**src/rtl/dp_sram_pkg.sv**
```systemverilog
// rtl/dp_sram_pkg.sv - shared types and limits for the dual-port SRAM
package dp_sram_pkg;

  typedef enum logic {
    WRITE_FIRST = 1'b0,
    READ_FIRST  = 1'b1
  } rdw_mode_e;

  typedef enum logic [1:0] {
    IDLE,
    CLEAR,
    DONE
  } clr_state_e;

  localparam int RD_LAT_MAX = 2;

endpackage

```
**src/rtl/dp_sram_rdpipe.sv**
```systemverilog
// rtl/dp_sram_rdpipe.sv - per-port read response pipeline, RD_LAT stages
module dp_sram_rdpipe #(
  parameter int DATA_W = 8,
  parameter int RD_LAT = 1
) (
  input  logic              clk,
  input  logic              reset,
  input  logic              i_valid,
  input  logic [DATA_W-1:0] i_data,
  output logic              o_valid,
  output logic [DATA_W-1:0] o_data
);

  logic [RD_LAT-1:0] r_vld;
  logic [DATA_W-1:0] r_dat [RD_LAT];

  // Data stages only load behind a valid beat so the output holds between responses
  always_ff @(posedge clk or posedge reset) begin
    if (reset) begin
      r_vld <= '0;
      for (int k = 0; k < RD_LAT; k++) begin
        r_dat[k] <= '0;
      end
    end else begin
      r_vld[0] <= i_valid;
      if (i_valid) begin
        r_dat[0] <= i_data;
      end
      for (int k = 1; k < RD_LAT; k++) begin
        r_vld[k] <= r_vld[k-1];
        if (r_vld[k-1]) begin
          r_dat[k] <= r_dat[k-1];
        end
      end
    end
  end

  assign o_valid = r_vld[RD_LAT-1];
  assign o_data  = r_dat[RD_LAT-1];

endmodule

```
**src/rtl/dp_sram_param.sv**
```systemverilog
// rtl/dp_sram_param.sv - parametrised true dual-port SRAM; optional power-up clear via CLEAR_ON_RESET_EN
module dp_sram_param
  import dp_sram_pkg::*;
#(
  parameter int DATA_W   = 8,
  parameter int ADDR_W   = 6,
  parameter int RD_LAT   = 1,
  parameter int RDW_MODE = 0
) (
  input  logic                clk,
  input  logic                reset,
  input  logic                a_req,
  input  logic                a_we,
  input  logic [ADDR_W-1:0]   a_addr,
  input  logic [DATA_W/8-1:0] a_be,
  input  logic [DATA_W-1:0]   a_wdata,
  output logic                a_rvalid,
  output logic [DATA_W-1:0]   a_rdata,
  input  logic                b_req,
  input  logic                b_we,
  input  logic [ADDR_W-1:0]   b_addr,
  input  logic [DATA_W/8-1:0] b_be,
  input  logic [DATA_W-1:0]   b_wdata,
  output logic                b_rvalid,
  output logic [DATA_W-1:0]   b_rdata,
  output logic                coll,
  output logic                init_busy
);

  localparam int DEPTH = 2**ADDR_W;
  localparam int NB    = DATA_W / 8;

  generate
    if (RD_LAT < 1 || RD_LAT > RD_LAT_MAX || (DATA_W % 8) != 0) begin : g_bad_param
      $error("dp_sram_param: RD_LAT must be 1..2 and DATA_W a multiple of 8");
    end
  endgenerate

  logic [DATA_W-1:0] r_mem [DEPTH];
  logic              r_coll;
  logic              w_busy;
  logic              w_clr_we;
  logic [ADDR_W-1:0] w_clr_addr;
  logic              w_a_acc, w_b_acc, w_a_wr, w_b_wr, w_same;
  logic [DATA_W-1:0] w_a_final, w_b_final, w_a_resp, w_b_resp;

  assign w_a_acc = a_req & ~w_busy;
  assign w_b_acc = b_req & ~w_busy;
  assign w_a_wr  = w_a_acc & a_we;
  assign w_b_wr  = w_b_acc & b_we;
  assign w_same  = (a_addr == b_addr);

  // Word each address will hold after this edge; port A owns bytes both ports enable
  always_comb begin
    w_a_final = r_mem[a_addr];
    w_b_final = r_mem[b_addr];
    for (int i = 0; i < NB; i++) begin
      if (w_a_wr && a_be[i]) begin
        w_a_final[i*8 +: 8] = a_wdata[i*8 +: 8];
      end else if (w_b_wr && w_same && b_be[i]) begin
        w_a_final[i*8 +: 8] = b_wdata[i*8 +: 8];
      end
      if (w_a_wr && w_same && a_be[i]) begin
        w_b_final[i*8 +: 8] = a_wdata[i*8 +: 8];
      end else if (w_b_wr && b_be[i]) begin
        w_b_final[i*8 +: 8] = b_wdata[i*8 +: 8];
      end
    end
  end

  assign w_a_resp = (a_we || RDW_MODE == int'(WRITE_FIRST)) ? w_a_final : r_mem[a_addr];
  assign w_b_resp = (b_we || RDW_MODE == int'(WRITE_FIRST)) ? w_b_final : r_mem[b_addr];

  always_ff @(posedge clk) begin
    if (w_clr_we) begin
      r_mem[w_clr_addr] <= '0;
    end
    for (int i = 0; i < NB; i++) begin
      if (w_a_wr && a_be[i]) begin
        r_mem[a_addr][i*8 +: 8] <= a_wdata[i*8 +: 8];
      end
      if (w_b_wr && b_be[i] && !(w_a_wr && w_same && a_be[i])) begin
        r_mem[b_addr][i*8 +: 8] <= b_wdata[i*8 +: 8];
      end
    end
  end

  always_ff @(posedge clk or posedge reset) begin
    if (reset) begin
      r_coll <= 1'b0;
    end else begin
      r_coll <= w_a_wr & w_b_wr & w_same & (|(a_be & b_be));
    end
  end

  assign coll = r_coll;

`ifdef CLEAR_ON_RESET_EN
  clr_state_e        r_state;
  clr_state_e        w_state_nxt;
  logic [ADDR_W-1:0] r_clr_addr;

  always_ff @(posedge clk or posedge reset) begin
    if (reset) begin
      r_state    <= IDLE;
      r_clr_addr <= '0;
    end else begin
      r_state <= w_state_nxt;
      if (r_state == CLEAR) begin
        r_clr_addr <= r_clr_addr + 1'b1;
      end
    end
  end

  always_comb begin
    w_state_nxt = r_state;
    w_busy      = 1'b1;
    w_clr_we    = 1'b0;
    case (r_state)
      IDLE:  w_state_nxt = CLEAR;
      CLEAR: begin
        w_clr_we = 1'b1;
        if (r_clr_addr == '1) begin
          w_state_nxt = DONE;
        end
      end
      DONE:    w_busy = 1'b0;
      default: w_state_nxt = IDLE;
    endcase
  end

  assign w_clr_addr = r_clr_addr;
  assign init_busy  = (r_state == CLEAR);
`else
  assign w_busy     = 1'b0;
  assign w_clr_we   = 1'b0;
  assign w_clr_addr = '0;
  assign init_busy  = 1'b0;
`endif

  dp_sram_rdpipe #(.DATA_W(DATA_W), .RD_LAT(RD_LAT)) u_rdpipe_a (
    .clk     (clk),
    .reset   (reset),
    .i_valid (w_a_acc),
    .i_data  (w_a_resp),
    .o_valid (a_rvalid),
    .o_data  (a_rdata)
  );

  dp_sram_rdpipe #(.DATA_W(DATA_W), .RD_LAT(RD_LAT)) u_rdpipe_b (
    .clk     (clk),
    .reset   (reset),
    .i_valid (w_b_acc),
    .i_data  (w_b_resp),
    .o_valid (b_rvalid),
    .o_data  (b_rdata)
  );

endmodule
```
**config.mk**
```make
export PLATFORM = sky130hd
export DESIGN_NAME = dp_sram_param
export DESIGN_NICKNAME = d
export VERILOG_FILES = /design/src/rtl/dp_sram_pkg.sv /design/src/rtl/dp_sram_rdpipe.sv /design/src/rtl/dp_sram_param.sv
export SDC_FILE = /design/constraint.sdc
export NUM_CORES = 1
export LEC_CHECK = 0
export ABC_AREA = 1
export CORE_ASPECT_RATIO = 1.2
export CORE_UTILIZATION = 34
export DETAILED_ROUTE_END_ITERATION = 6
export PLACE_DENSITY = 0.51
export SLEW_MARGIN = 20
export SYNTH_ARGS = -nofsm -noshare
export SYNTH_HDL_FRONTEND = slang
export SYNTH_HIERARCHICAL = 1
export SYNTH_SLANG_ARGS = --single-unit
```
**constraint.sdc**
```tcl
create_clock -name clk -period 1.2 [get_ports clk]
set_input_delay 0.24 -clock clk [delete_from_list [all_inputs] [get_ports clk]]
set_output_delay 0.24 -clock clk [all_outputs]
set_load 0.1 [all_outputs]
```
==> out/qor.txt <==
Status: finished, violations left
Failing checks: design-rule violations, negative setup slack
Net count, final: 5290
IO Port Bufs: 54
Post-Layout Cell Count: 6592
Drt drc: 25
Hold Path Depth: 3
FILL cells: 9521
CORE AREA: 99900 sq um
Final Power: 48800 uW
Critical path's most frequent cell: nand2_2
Overall Global Routing Usage: 0.288
Htree depth: 2
Synth Net Count: 4831
Max-slew headroom: 0.612
Main combinational cell family by area after synthesis: simple AND/OR/NAND/NOR gates
Hold_sp: a_wdata[0]
Min Clock Period, post-route: 1820 ps
Reg-to-reg startpoint: r_mem[8][5]$_DFFE_PP_
Die width: 292 microns
Post-place setup slack: -1990 ps
Required @ worst endpoint: 1760 ps
Final Skew: 24.0 ps
GR Util met1: 0.349
Initial Utilization: 0.344
Area fraction in compound gates after synthesis: 0.129
Ratio of cells with drive above 1 in the final layout: 0.281
Final WS setup: -618 ps
Clock sink count: 531
FF+latch area: 15900 sq um
Family with the most delay on the worst path: simple AND/OR/NAND/NOR gates
Clock root buffer: clkbuf_16
Vias/cell: 5.27
Multi-input gate area: 18100 sq um
Gr ovfl total: 0
Top Usage Layer GRT: met2
Fin crit share: 1.52
CTS tree: built
Die area: 102000 sq um
Global routing usage on met3: 0.0329
Post-synthesis cell count: 4795
Die extent in y: 350 microns
Cell Rows: 127
Simple-gate area share of the yosys netlist: 0.300
Mapped Area: 34300 sq um
RSZ-0062 raised after global routing: true
Crit path buf inv count: 3
I/O Pins: 56
Final setup fails: 1059
Critical-path top delay cell: edfxtp_1
Worst r2r dst: u_rdpipe_a/o_data[5]$_DFFE_PP0P_
DR WL/cell: 23.1 microns
FF+latch count, synth: 531
Worst vdd ir: 1140 uV
Register area share after synthesis: 0.461
Pleak: 0.0219 uW
Multiplexer share of the synthesized area: 0
Crit-path max FO: 2
Inst Count DP: 6414
Met2 Resource Use GR: 0.493
N_diodes: 0
Final GP Congestion: 0.997
Post-Synth XOR/XNOR Area: 0.00128
Clock Latency Late Sink: 660 ps
Antenna violation net count after detailed routing: 0
Crit path DAT: 2370 ps
Final core occ: 0.485
Path depth of the worst reg2reg path: 14
Setup TNS: -310550 ps
Via Count: 34756
Drt first pass iters: 7
CP max stage delay: 390 ps
Max cap viols: 0
Post-synthesis cell type count: 33
Setup CP Type: flop to flop
Final WL: 152000 microns
Post-synthesis adder-cell area fraction: 0
Worst hold path type: input pin to flop
Initial antenna violation count: 1
Cells along the critical path: inv_2 > nand2_2 > nand3_2 > nand2_2 > o21ai_4 > buf_6 > nand2_4 > nor2_4 > buf_6 > nand3_4 > nand2_2 > nand2_2 > nand2_1 > nand2_1
Drt initial violations: 3244
Hold Path Sink: r_mem[55][0]$_DFFE_PP_
Worst Setup End Kind: flop
Yosys warns: 6
Syn Area/Cell: 7.16 sq um
Hold Fails Final Rpt: 0
Power Density: 1010 nW/um^2
First-pass GRT wire length: 217000 microns
R2R setup slack: -620 ps
Clock Tree Buf Depth: 3
Worst-Margin Slew: 582 ps
Area growth from synthesis to layout: 41.1%
Detailed Place HPWL: 108000 microns
Pin count of the biggest net entering global routing: 49
CTS clk-pin slew, worst paths: 70 ps
Max-slew violation count: 0
CP Launch Type: flop
F_max: 0.550 GHz
Vias in the first global route: 32842
CTS Buf Count: 58
==> synthesized netlist by cell type <==
| cell type | count | area share |
|---|---|---|
| buf_4 | 19 | 0.0042 |
| clkinv_1 | 3 | 0.00033 |
| o21ai_0 | 636 | 0.093 |
| clkbuf_2 | 6 | 0.00087 |
| nor2_1 | 218 | 0.024 |
| xor2_1 | 5 | 0.0013 |
| nor2_8 | 1 | 0.00058 |
| buf_12 | 1 | 0.00058 |
| nand3_1 | 391 | 0.057 |
| nor3_4 | 1 | 0.00047 |
| edfxtp_1 | 512 | 0.45 |
| or2_2 | 11 | 0.0020 |
| nor3_1 | 13 | 0.0019 |
| dfrtp_1 | 19 | 0.014 |
| o22ai_1 | 24 | 0.0044 |
| o21ai_1 | 12 | 0.0017 |
| inv_1 | 537 | 0.059 |
| o211ai_1 | 128 | 0.028 |
| buf_6 | 17 | 0.0056 |
| nand3b_1 | 6 | 0.0013 |
| nand3_2 | 1 | 0.00029 |
| conb_1 | 1 | 0.00011 |
| a21oi_1 | 17 | 0.0025 |
| buf_1 | 31 | 0.0034 |
| nand2_1 | 1844 | 0.20 |
| inv_2 | 10 | 0.0011 |
| buf_8 | 1 | 0.00044 |
| buf_2 | 34 | 0.0050 |
| clkbuf_1 | 258 | 0.028 |
| nor3_2 | 4 | 0.0012 |
| nand2_4 | 22 | 0.0072 |
| nand2_2 | 11 | 0.0020 |
| nor2_4 | 1 | 0.00033 |
==> routing by layer <==
metal  up-vias  share of wire
met5         -              0
met4         0          0.065
met3       382          0.066
met2      1444           0.48
met1     16483           0.39
li1      16447              -
==> sequential cells by signal, indices dropped and copies added (netlist names) <==
| signal | count |
|---|---|
| r_mem | 512 |
| u_rdpipe_a/o_data | 8 |
| u_rdpipe_b/o_data | 8 |
| coll | 1 |
| u_rdpipe_a/o_valid | 1 |
| u_rdpipe_b/o_valid | 1 |
==> cell usage in the layout, fill, tap and decap left out, drive strengths merged <==
master / Yosys / final
bufbuf: 0 / 1
nand3b: 6 / 6
o21ai: 648 / 648
nand2: 1877 / 1887
o22ai: 24 / 24
or2: 11 / 11
clkbuf: 264 / 79
a21oi: 17 / 17
bufinv: 0 / 6
clkinv: 3 / 27
xor2: 5 / 5
clkinvlp: 0 / 7
nor3: 18 / 18
buf: 103 / 728
nor2: 220 / 220
inv: 547 / 546
dfrtp: 19 / 19
dlygate4sd2: 0 / 6
conb: 1 / 1
dlygate4sd3: 0 / 3
edfxtp: 512 / 512
nand3: 392 / 392
o211ai: 128 / 128
clkdlybuf4s50: 0 / 9
clkdlybuf4s15: 0 / 2
==> worst min-delay path, delay by kind of cell <==
family	cells	cell delay, ps
AO/OA/AOI/OAI	1	70
buffers and inverters	1	240
AND/OR/NAND/NOR	1	80
==> report_power, final <==
| group | internal, uW | switching [uW] |
|---|---|---|
| Sequential | 20500 | 173 |
| Clock | 10500 | 8130 |
| Combinational | 3480 | 6030 |
==> worst max path at each step <==
stage                                       from                          endpoint  cells past startpoint
after floorplan                        a_addr[0]            r_mem[30][0]$_DFFE_PP_                     10
after CTS                 r_mem[34][1]$_DFFE_PP_  u_rdpipe_a/o_data[1]$_DFFE_PP0P_                     13
after global placement                 a_addr[1]  u_rdpipe_a/o_data[5]$_DFFE_PP0P_                     17
after global routing       r_mem[8][5]$_DFFE_PP_  u_rdpipe_a/o_data[5]$_DFFE_PP0P_                     14
after detailed placement               a_addr[1]  u_rdpipe_a/o_data[5]$_DFFE_PP0P_                     17
final                      r_mem[8][5]$_DFFE_PP_  u_rdpipe_a/o_data[5]$_DFFE_PP0P_                     14
==> metrics by stage <==
stage | cell area (sq um) | hold slack (ps)
2_1_floorplan | 35700 | -31.3
3_3_place_gp | 43100 | 443
3_5_place_dp | 43100 | 455
4_1_cts | 46700 | 50.6
5_1_grt | 48500 | 92.7
6_report | 48500 | 83.7
==> layout make-up <==
type	count	share of cell area
multi-input combinational	3357	0.374
sequential	531	0.327
timing repair buffer	756	0.184
inverter	550	0.0433
tap	1290	0.0333
clock buffer	72	0.0323
clock inverter	36	0.00697
==> kinds of logic (layout without fill, tap and decap cells) <==
kind of cell    count (synthesis)  count (layout)
simple gates                 2524            2534
buf+inv                       917            1414
compound gates                817             817
flops                         531             531
xor+xnor                        5               5
other cells                     1               1
==> what timing repair did <==
item                       in CTS  in global routing
hold endpoints to repair       23                  0
pin swaps                     133                158
hold buffers                    3                  0
setup endpoints to repair    1060               1059
resized for setup             457                478
cloned                          6                 14
buffers inserted               41                 29
No activity file was read; power rests on OpenSTA's default activity.
